### src/rtl/seq_ctrl_pkg.sv
// Shared definitions for the SEQ Y86 stage sequencer.
// Holds the stage encoding (visible on the stage output) and the Y86 Stat codes.
package seq_ctrl_pkg;

    typedef enum logic [2:0] {
        StIdle      = 3'd0,
        StFetch     = 3'd1,
        StDecode    = 3'd2,
        StExecute   = 3'd3,
        StMemory    = 3'd4,
        StWriteback = 3'd5,
        StPcupd     = 3'd6,
        StHalt      = 3'd7
    } state_e;

    localparam logic [2:0] SAOK = 3'd1;
    localparam logic [2:0] SHLT = 3'd2;
    localparam logic [2:0] SADR = 3'd3;
    localparam logic [2:0] SINS = 3'd4;

    // TIMEOUT is limited to 255, so an 8-bit wait counter always suffices.
    localparam int unsigned WaitCntW = 8;

endpackage

### src/rtl/seq_wait_timer.sv
// Memory-latency watchdog shared by the FETCH and MEMORY states.
// Ports:
//   clk_i       clock
//   rst_ni      asynchronous active-low reset, clears the count
//   clear_i     synchronous clear (held while no request is outstanding)
//   count_en_i  request high without ack this cycle
//   expired_o   count has reached TIMEOUT-1
module seq_wait_timer
    import seq_ctrl_pkg::*;
#(
    parameter int unsigned TIMEOUT = 16
) (
    input  logic clk_i,
    input  logic rst_ni,
    input  logic clear_i,
    input  logic count_en_i,
    output logic expired_o
);

    localparam logic [WaitCntW-1:0] Limit = WaitCntW'(TIMEOUT - 1);

    logic [WaitCntW-1:0] cnt_q;
    logic [WaitCntW-1:0] cnt_d;

    assign expired_o = (cnt_q == Limit);

    always_comb begin
        cnt_d = cnt_q;
        if (clear_i) begin
            cnt_d = '0;
        end else if (count_en_i && !expired_o) begin
            // Saturate at the limit; the sequencer leaves the wait state anyway.
            cnt_d = cnt_q + 1'b1;
        end
    end

    always_ff @(posedge clk_i or negedge rst_ni) begin
        if (!rst_ni) begin
            cnt_q <= '0;
        end else begin
            cnt_q <= cnt_d;
        end
    end

endmodule

### src/rtl/seq_stage_ctrl.sv
// Multi-cycle stage sequencer for the SEQ Y86 core.
// Walks each instruction through FETCH, DECODE, EXECUTE, (MEMORY), WRITEBACK and
// PCUPD, issues one-cycle write strobes, runs the memory handshakes under a
// watchdog and owns the architectural Stat register.
// Ports:
//   Clk, Reset                clock; asynchronous active-low reset
//   Run, Step                 start enable; return to IDLE after each instruction
//   imem_ack/error, instr_valid   fetch completion and its qualifiers
//   is_halt, need_dmem, set_cc    instruction attributes (sampled in PCUPD/EXECUTE)
//   dmem_ack/error            data access completion and qualifier
//   imem_req, dmem_req        memory requests
//   cc_en, reg_wen, pc_en     state-register write strobes
//   stage, stat, halted       current stage, Y86 status, halt flag
//   retired                   retired-instruction count (wraps)
module seq_stage_ctrl
    import seq_ctrl_pkg::*;
#(
    parameter int unsigned TIMEOUT = 16,
    parameter int unsigned CNT_W   = 32
) (
    input  logic             Clk,
    input  logic             Reset,
    input  logic             Run,
    input  logic             Step,
    input  logic             imem_ack,
    input  logic             imem_error,
    input  logic             instr_valid,
    input  logic             is_halt,
    input  logic             need_dmem,
    input  logic             set_cc,
    input  logic             dmem_ack,
    input  logic             dmem_error,
    output logic             imem_req,
    output logic             dmem_req,
    output logic             cc_en,
    output logic             reg_wen,
    output logic             pc_en,
    output logic [2:0]       stage,
    output logic [2:0]       stat,
    output logic             halted,
    output logic [CNT_W-1:0] retired
);

    state_e           state_q;
    state_e           state_d;
    logic [2:0]       stat_q;
    logic [2:0]       stat_d;
    logic [CNT_W-1:0] retired_q;
    logic [CNT_W-1:0] retired_d;

    logic wait_clear;
    logic wait_count;
    logic wait_expired;

    // Counter is held at zero outside the two wait states, so it starts fresh
    // on every entry to FETCH or MEMORY.
    assign wait_clear = !((state_q == StFetch) || (state_q == StMemory));
    assign wait_count = ((state_q == StFetch) && !imem_ack) ||
                        ((state_q == StMemory) && !dmem_ack);

    seq_wait_timer #(
        .TIMEOUT(TIMEOUT)
    ) u_wait_timer (
        .clk_i      (Clk),
        .rst_ni     (Reset),
        .clear_i    (wait_clear),
        .count_en_i (wait_count),
        .expired_o  (wait_expired)
    );

    always_comb begin
        state_d   = state_q;
        stat_d    = stat_q;
        retired_d = retired_q;
        imem_req  = 1'b0;
        dmem_req  = 1'b0;
        cc_en     = 1'b0;
        reg_wen   = 1'b0;
        pc_en     = 1'b0;
        halted    = 1'b0;

        case (state_q)
            StIdle: begin
                if (Run) begin
                    state_d = StFetch;
                end
            end
            StFetch: begin
                imem_req = 1'b1;
                // An ack in the same cycle as expiry wins over the watchdog.
                if (imem_ack) begin
                    if (imem_error) begin
                        stat_d  = SADR;
                        state_d = StHalt;
                    end else if (!instr_valid) begin
                        stat_d  = SINS;
                        state_d = StHalt;
                    end else begin
                        state_d = StDecode;
                    end
                end else if (wait_expired) begin
                    stat_d  = SADR;
                    state_d = StHalt;
                end
            end
            StDecode: begin
                state_d = StExecute;
            end
            StExecute: begin
                cc_en   = set_cc;
                state_d = need_dmem ? StMemory : StWriteback;
            end
            StMemory: begin
                dmem_req = 1'b1;
                if (dmem_ack) begin
                    if (dmem_error) begin
                        stat_d  = SADR;
                        state_d = StHalt;
                    end else begin
                        state_d = StWriteback;
                    end
                end else if (wait_expired) begin
                    stat_d  = SADR;
                    state_d = StHalt;
                end
            end
            StWriteback: begin
                reg_wen = 1'b1;
                state_d = StPcupd;
            end
            StPcupd: begin
                pc_en     = 1'b1;
                retired_d = retired_q + 1'b1;
                if (is_halt) begin
                    stat_d  = SHLT;
                    state_d = StHalt;
                end else if (Step || !Run) begin
                    state_d = StIdle;
                end else begin
                    state_d = StFetch;
                end
            end
            StHalt: begin
                halted = 1'b1;
            end
            default: begin
                state_d = StIdle;
            end
        endcase
    end

    always_ff @(posedge Clk or negedge Reset) begin
        if (!Reset) begin
            state_q   <= StIdle;
            stat_q    <= SAOK;
            retired_q <= '0;
        end else begin
            state_q   <= state_d;
            stat_q    <= stat_d;
            retired_q <= retired_d;
        end
    end

    assign stage   = state_q;
    assign stat    = stat_q;
    assign retired = retired_q;

endmodule

### config.mk
export PLATFORM = sky130hd
export DESIGN_NAME = seq_stage_ctrl
export DESIGN_NICKNAME = d
export VERILOG_FILES = /design/src/rtl/seq_ctrl_pkg.sv /design/src/rtl/seq_wait_timer.sv /design/src/rtl/seq_stage_ctrl.sv
export SDC_FILE = /design/constraint.sdc
export NUM_CORES = 1
export LEC_CHECK = 0
export ABC_AREA = 1
export ABC_CLOCK_PERIOD_IN_PS = 4100
export BUFFER_PORTS_ARGS = -buffer_cell sky130_fd_sc_hd__buf_4
export CAP_MARGIN = 20
export CORE_UTILIZATION = 60
export CTS_BUF_LIST = sky130_fd_sc_hd__clkbuf_8
export CTS_CLUSTER_SIZE = 30
export DETAILED_ROUTE_END_ITERATION = 10
export HOLD_SLACK_MARGIN = 0.12
export PLACE_DENSITY_LB_ADDON = 0.3
export SLEW_MARGIN = 40
export SYNTH_ARGS = -nofsm -noshare
export SYNTH_HDL_FRONTEND = slang
export SYNTH_SLANG_ARGS = --single-unit
### constraint.sdc
create_clock -name Clk -period 4.1 [get_ports Clk]
set_clock_uncertainty 0.05 [all_clocks]
set_input_delay 0.205 -clock Clk [delete_from_list [all_inputs] [get_ports Clk]]
set_output_delay 0.205 -clock Clk [all_outputs]
set_load 0.1 [all_outputs]
==> Yosys cells after proc, flatten, opt, wreduce, memory -nomap -nowiden <==
Cells that the tools add are included.
{ "op_classes": {"addsub": 2, "muxes": 27, "reduce_logical": 15, "n_eq_ne": 13} }
{ "ops": {"columns": ["op", "n"], "rows": [
  ["$mux W3", 14],
  ["$add A32 B1 Y32 const B", 1],
  ["$pmux W3 S7", 1],
  ["$mux W8", 2],
  ["$eq A3 B3 Y1 const B", 4],
  ["$pmux W3 S3", 1],
  ["$add A8 B1 Y8 const B", 1],
  ["$eq A8 B4 Y1 const B", 1],
  ["$mux W1", 8],
  ["$reduce_bool A7 Y1", 1],
  ["$eq A3 B2 Y1 const B", 2],
  ["$logic_not A1 Y1", 4],
  ["$ne A2 B2 Y1 const B", 2],
  ["$ne A4 B4 Y1 const B", 1],
  ["$reduce_and A4 Y1", 1],
  ["$eq A3 B1 Y1 const B", 1],
  ["$logic_and A1 B1 Y1", 3],
  ["$logic_not A3 Y1", 1],
  ["$logic_or A1 B1 Y1", 3],
  ["$ne A3 B3 Y1 const B", 1],
  ["$reduce_bool A3 Y1", 1],
  ["$mux W2", 1],
  ["$ne A2 B1 Y1 const B", 1],
  ["$reduce_and A2 Y1", 1]
]} }
{ "totals": {"elab_cells": 61, "regBits": 46, "inputBits": 12} }

==> Longest topological paths before layout <==
Gate-level depths: netlist (run 1).
{ "depth": {"ltp_word": 6, "depth_mapped": 10, "depth_no_buf": 10} }

==> Hierarchy <==
A second synthesis (run 1) with hierarchy kept.
{ "unflattened": {"cells_unflattened": 362, "area_unflattened_um2": 2735.1} }
{ "modules_own_cells": {"columns": ["module", "area_per_inst_um2", "cells_each", "instances"], "rows": [
  ["seq_stage_ctrl", 2240.9, 295, 1],
  ["seq_wait_timer", 494.2, 67, 1]
]} }

==> Worst setup path after synthesis (run 1) <==
OpenSTA, ideal clock, no wires.
{ "synth_timing": {"kind": "reg-to-reg", "from": "register state_q[1], in the netlist stage[1]", "to": "register state_q[1], in the netlist stage[1]", "setup_ns": 0.073, "t_arrival_ns": 2.837, "slack_ns": 1.140, "path_stages_with_launch": 5, "synth_period_minus_slack_ns": 2.960, "path_cell_list": "dfrtp_1 > nand2_1 > nor2_1 > inv_1 > nand3_1"} }
{ "synth_between": {"elab_chain_len": 3, "word_cells_on_any_way": 14} }
{ "synth_lines": {"columns": ["item", "line", "source"], "rows": [
  ["from (decl)", "seq_stage_ctrl.sv:44", "state_e state_q;"],
  ["from (signal assigned)", "seq_stage_ctrl.sv:154", "state_q <= StIdle;"],
  ["from (signal assigned)", "seq_stage_ctrl.sv:158", "state_q <= state_d;"],
  ["$eq A3 B1 Y1 (tied with other cells)", "seq_stage_ctrl.sv:82", "case (state_q)"],
  ["$reduce_bool A7 Y1 (no line) (tied with other cells)", null, null],
  ["$reduce_and A2 Y1 (no line) or $pmux W3 S7 (tied branches)", null, null]
]} }
Several ways; a longest one is shown, not always the timed one.
A chain may end at the register's enable or synchronous reset.

==> Worst setup path after layout (run 1) <==
{ "layout_timing": {"from": "register state_q[0], in the netlist stage[0]", "to": "output pc_en"} }
{ "layout_between": {"elab_chain_len": 2} }
{ "layout_lines": {"columns": ["item", "line", "source"], "rows": [
  ["$eq A3 B3 Y1", "seq_stage_ctrl.sv:82", null],
  ["$mux W1", "seq_stage_ctrl.sv:82", null],
  ["to (decl)", "seq_stage_ctrl.sv:37", "output logic pc_en,"]
]} }
Every way passes these cells.

==> results of run 1 <==
[layout by cell type (no fill, tap or decap), drive strengths merged]
cell,count
clkinv,1
nand4,5
nor4,1
a21oi,7
nor2,66
nor3b,1
nand3b,5
dfstp,1
dfrtp,45
xor2,12
dlygate4sd3,1
nand2,158
clkbuf,6
buf,55
o21ai,9
nand3,40
ha,2
inv,47
o22ai,1
xnor2,9
nor3,6
[layout make-up]
cell class | instances | area share (%)
Multi-Input combinational cell | 322 | 44.2
Clock inverter | 2 | 0.257
Clock buffer | 6 | 2.42
Tap cell | 52 | 1.91
Timing Repair Buffer | 56 | 12.4
Inverter | 46 | 5.06
Sequential cell | 46 | 33.8
[worst paths after layout]
path	start	endpoint	slack, ns	cells past startpoint
worst max-delay path	stage[0]$_DFFE_PN0P_	pc_en	2.14	4
worst min-delay path	Run	stage[0]$_DFFE_PN0P_	0.13	3
worst max register to register	stage[1]$_DFFE_PN0P_	stat[1]$_DFFE_PN0P_	2.22	9
worst min register to register	stat[0]$_DFFE_PN1P_	stat[0]$_DFFE_PN1P_	0.45	2
max in group asynchronous	Reset	stage[2]$_DFFE_PN0P_	3.22	2
min in group asynchronous	Reset	u_wait_timer.cnt_q[5]$_DFFE_PN0P_	0.40	2
[logic make-up (layout without fill, tap and decap cells)]
| family | after synthesis | after routing | share of synthesized area [%] |
|---|---|---|---|
| AND/OR/NAND/NOR | 282 | 282 | 42.6 |
| buffers and inverters | 48 | 110 | 6.43 |
| flip-flops | 46 | 46 | 40.6 |
| XOR/XNOR | 21 | 21 | 6.47 |
| AO/OA/AOI/OAI | 17 | 17 | 3.04 |
| adder cells (fa/ha/maj) | 2 | 2 | 0.881 |
[state kept, by name, indices dropped and copies added, names as in the netlist]
register	count
retired	32
stage	3
stat	3
u_wait_timer.cnt_q	8
[power groups by stage]
| stage | registers (W) | logic [W] | clock network [W] |
|---|---|---|---|
| 6_report | 0.000604 | 0.00105 | 0.000287 |
| 5_1_grt | 0.000614 | 0.00111 | 0.000304 |
| 4_1_cts | 0.000603 | 0.00104 | 0.000288 |
| 3_5_place_dp | 0.000610 | 0.00104 | 0 |
| 3_3_place_gp | 0.000605 | 0.00102 | 0 |
| 2_1_floorplan | 0.000940 | 0.000493 | 0 |
[worst max-delay path: stages, from the launching register on]
cell	delay, ns
dfrtp_1	0.47
inv_2	0.15
nand3_4	0.21
inv_2	0.24
buf_4	0.33
[through the flow]
stage               power [W]  setup slack (ns)  instances  hold slack, ns
floorplan             0.00143              1.14        416          -0.141
global placement      0.00163              2.37        521           0.191
detailed placement    0.00165              2.27        521           0.197
CTS                   0.00193              2.15        530           0.122
global route          0.00203              2.06        530           0.179
finish                0.00194              2.14        530           0.128
[layer usage]
layer | vias to the layer above | GRT usage [%] | part of all wire [%] | routed length [um]
met1 | 1323 | 40.5 | 46 | 3130
li1 | 1425 | - | - | -
met5 | - | 0 | 0 | 0
met4 | 0 | 9.11 | 0.85 | 58
met2 | 105 | 45.8 | 47 | 3190
met3 | 7 | 4.99 | 6.3 | 427
==> impl_metrics.toml, run 1 <==
[cells_and_area]
fill_cells = 367
area_growth_pct = 20.0
nNetsFinal = 491
final_util_pct = 76.7
multi_input_area_mm2 = 0.00151
antenna_cells = 0
stdcell_area_mm2 = 0.00341
drive_above_1_share_pct = 16.7
regArea_mm2 = 0.00115

[yosys]
yosysMostFrequentCell = "nand2_1"
yosys.area.top_type = "dfrtp_1"
yosysWarningCount = 0
async_reset_ff_share_pct = 100
synthesis.nets = 430
ys_types = 25
synthTopCellsByArea = "dfrtp_1 40%, nand2_1 20%, nor2_1 8.1%"
ys_ff_latch = 46
syn_avg_cell_area_um2 = 6.83
synth_ff_type = "dfrtp_1"
ys_seq_area_share_pct = 40.6
synth_top_cell_area_share_pct = 39.6
syn_area_mm2 = 0.00284
syn_inst = 416
synth_edf_count = 0
ys_top_cells_by_count = "155 x nand2_1, 61 x nor2_1, 45 x dfrtp_1, 41 x inv_1, 36 x nand3_1"

[run_status]
status = "finished, violations left"
violations = "design-rule violations"

[global_routing]
grt_pass1_wl_um = 11500
first_global_vias = 2558
grt_max_degree = 47
overflow = 0
antenna_found_initial = 0
grt_usage_pct = 28.8

[place]
place_congestion = 0.898
dpl.hpwl_um = 5080
placed_area_mm2 = 0.00331
io_buffer_count = 55

[timing]
fmax_mhz = 511
timing.slew.headroom_pct = 61.8
rsz0062_at_grt = "false"
min_period_ns = 1.96
post-route-period-util_pct = 47.7
finalMaxSlewViolations = 0
setup_violations = 0
finalSetupTns_ns = 0
hold_violations = 0
worst_slew_pin_slew_ns = 0.573

[critical_path]
worstPathRequired_ns = 3.85
end_kind = "output port"
crit_path_start_kind = "register"
cp.arrival_ns = 1.70
cp_max_fo = 16
crit_type = "reg2out"

[clock_network]
cts_buffers = 5
clock-sinks = 46
insertion_delay_ns = 0.30
cts_tree = "yes"
postCtsSetupBuffers = 0
clockRootBuffer = "clkbuf_8"
cts.repair.resized = 0
cts_hold_buf = 1
clockBufferDepth = 2
h-tree-depth = 2
clkTransAtPathRegs_ns = 0.08

[power]
pwr-share-seq_pct = 31.2
netSwitchingFraction_pct = 55.4
power_density_mw_per_mm2 = 568
p_comb_share_pct = 54.0
switchingPower_w = 0.00107
power_frac_clock_pct = 14.8
p_leak_nw = 1.73
peakVddDrop_v = 0.000772
p_int_w = 0.000863

[drt]
drt_iter0_drc = 335
routed_wl_um = 6810
viasPerCell = 5.40
ant_nets = 0
first_pass_iters = 9
wl_per_cell_um = 12.8
detailroute.via_count = 2860
drc = 8

[floorplan]
fp.dieH_um = 70.8
rows = 24
core_mm2 = 0.00444
die_w_um = 70.8
die_area_mm2 = 0.00501
start_util_pct = 63.9
ios = 56

[hold_path]
hp-class = "in2reg"

[job]
cap_violations = 0
Note: power is estimated with default switching activity, not from simulation.
==> run 2, diff against run 1 <==
- ABC_CLOCK_PERIOD_IN_PS: 4100 -> 1800
- CORE_UTILIZATION: 60 -> 57
- clock period: 4.1 -> 1.8 ns (I/O delays scaled with it)
==> run 2 against run 1 <==
The run now ends clean. Register-to-register slack lost 2.1 ns. Wire length shrank 1.6%. Cell count grew 4.2%. Clock power grew 130%. Sequential power grew 140%. Largest power group unchanged.
==> impl_metrics.toml, run 2 (synthesis results as in run 1) <==
[critical_path]
crit_path_start_kind = "register"
end_kind = "output port"
worstPathRequired_ns = 1.66
critical_path.startpoint = "stage[2]$_DFFE_PN0P_"
cp_max_fo = 8
r2r.worst_path.cells = 8
crit_path_end = "imem_req"
timing.rr.end = "retired[26]$_DFFE_PN0P_"
crit_type = "reg2out"
r2r-start = "stage[0]$_DFFE_PN0P_"
rrSetupSlack_ns = 0.12
cp.arrival_ns = 1.58

[global_routing]
first_global_vias = 2496
overflow = 0
grt_usage_pct = 26.6
grt_pass1_wl_um = 11000
antenna_found_initial = 0
grt_max_degree = 47

[run_status]
status = "completed"

[power]
p_leak_nw = 1.72
power_density_mw_per_mm2 = 1270
peakVddDrop_v = 0.00152

[clock_network]
cts_buffers = 5
cts_tree = "yes"
clkTransAtPathRegs_ns = 0.08
clockBufferDepth = 2
clock-sinks = 46
postCtsSetupBuffers = 0
clockRootBuffer = "clkbuf_8"
insertion_delay_ns = 0.30
h-tree-depth = 2

[timing]
finalSetupTns_ns = 0
min_period_ns = 1.72
finalMaxSlewViolations = 0
timing.slew.headroom_pct = 61.2
fmax_mhz = 581
worst_slew_pin_slew_ns = 0.581
fin_ws_ns = 0.0802
hold_violations = 0
rsz0062_at_grt = "false"
post-route-period-util_pct = 95.5
setup_violations = 0

[cells_and_area]
largest_register_ffs = 32
fin_cells = 552
nNetsFinal = 498
area_growth_pct = 26.6
mostFrequentLayoutCells = "155 x nand2_1, 59 x buf_4, 56 x nor2_1"
final_common_cell = "nand2_1"
drive_above_1_share_pct = 25.4
antenna_cells = 0
fill_cells = 397

[floorplan]
start_util_pct = 59.8
die_area_mm2 = 0.00527
ios = 56
rows = 25
fp.dieH_um = 72.6
die_w_um = 72.6
core_mm2 = 0.00475

[hold_path]
hp-start = "imem_ack"
hp-class = "in2reg"

[drt]
ant_nets = 0
detailroute.via_count = 2807
drt_iter0_drc = 186
drc = 0
routed_wl_um = 6700
wl_per_cell_um = 12.1
viasPerCell = 5.09
first_pass_iters = 4

[place]
dp_slack_ns = 0.112
dp.cells = 540
io_buffer_count = 55
dpl.hpwl_um = 5040
place_congestion = 0.885

[job]
cap_violations = 0
## run 2: cell count changes in the layout (fill, tap and decap cells not counted), sizes merged
cell and change:
buf +4, dlygate4sd3 +3
## run 2: timing repair
item	in CTS	in global routing
resized for setup	0	5
setup endpoints to repair	0	4
hold endpoints to repair	48	0
hold buffers	4	0
## run 2: critical path, cell delays in order (launching register included)
cell and delay, ns:
dfrtp_4 0.54, inv_2 0.19, nand3_2 0.14, inv_1 0.11
buf_4 0.29
## run 2: worst min path at each step
stage / endpoint / slack, ns / cells past startpoint
finish: stat[2]$_DFFE_PN0P_ / 0.15 / 6
CTS: stat[2]$_DFFE_PN0P_ / 0.15 / 6
global placement: u_wait_timer.cnt_q[3]$_DFFE_PN0P_ / 0.08 / 1
global route: stage[2]$_DFFE_PN0P_ / 0.20 / 5
floorplan: retired[10]$_DFFE_PN0P_ / -0.26 / 0
detailed placement: u_wait_timer.cnt_q[3]$_DFFE_PN0P_ / 0.08 / 1
## run 2: cell type report
class / count / area [um2] / share of cell area (%)
Clock buffer: 6 / 82.6 / 2.29
Tap cell: 67 / 83.8 / 2.33
Sequential cell: 46 / 1200 / 33.5
Timing Repair Buffer: 63 / 483 / 13.4
Inverter: 46 / 183 / 5.08
Clock inverter: 2 / 8.76 / 0.243
Multi-Input combinational cell: 322 / 1550 / 43.2
## run 2: through the flow
stage / instance area [um2] / power [W] / utilization, % / hold slack (ns)
final: 3600 / 0.00458 / 75.7 / 0.154
after global routing: 3600 / 0.00478 / 75.7 / 0.203
after CTS: 3580 / 0.00457 / 75.3 / 0.149
after detailed placement: 3450 / 0.00392 / 72.5 / 0.0818
after global placement: 3450 / 0.00389 / 72.5 / 0.0780
after floorplan: 2930 / 0.00339 / - / -0.256
## run 2: report_power, final
| group | switching [W] | leakage [nW] | internal (W) |
|---|---|---|---|
| sequential | 0.000202 | 0.574 | 0.00122 |
| clock | 0.000341 | 0.0524 | 0.000305 |
| combinational | 0.00196 | 1.09 | 0.000553 |
## run 2: metal layers
| metal | GRT usage, % | part of all wire (%) | up-vias | routed length (um) |
|---|---|---|---|---|
| li1 | - | - | 1437 | - |
| met1 | 38.2 | 47 | 1278 | 3180 |
| met2 | 43.2 | 47 | 84 | 3120 |
| met3 | 2.90 | 4.9 | 8 | 325 |
| met4 | 6.75 | 1.1 | 0 | 74 |
| met5 | 0 | 0 | - | 0 |
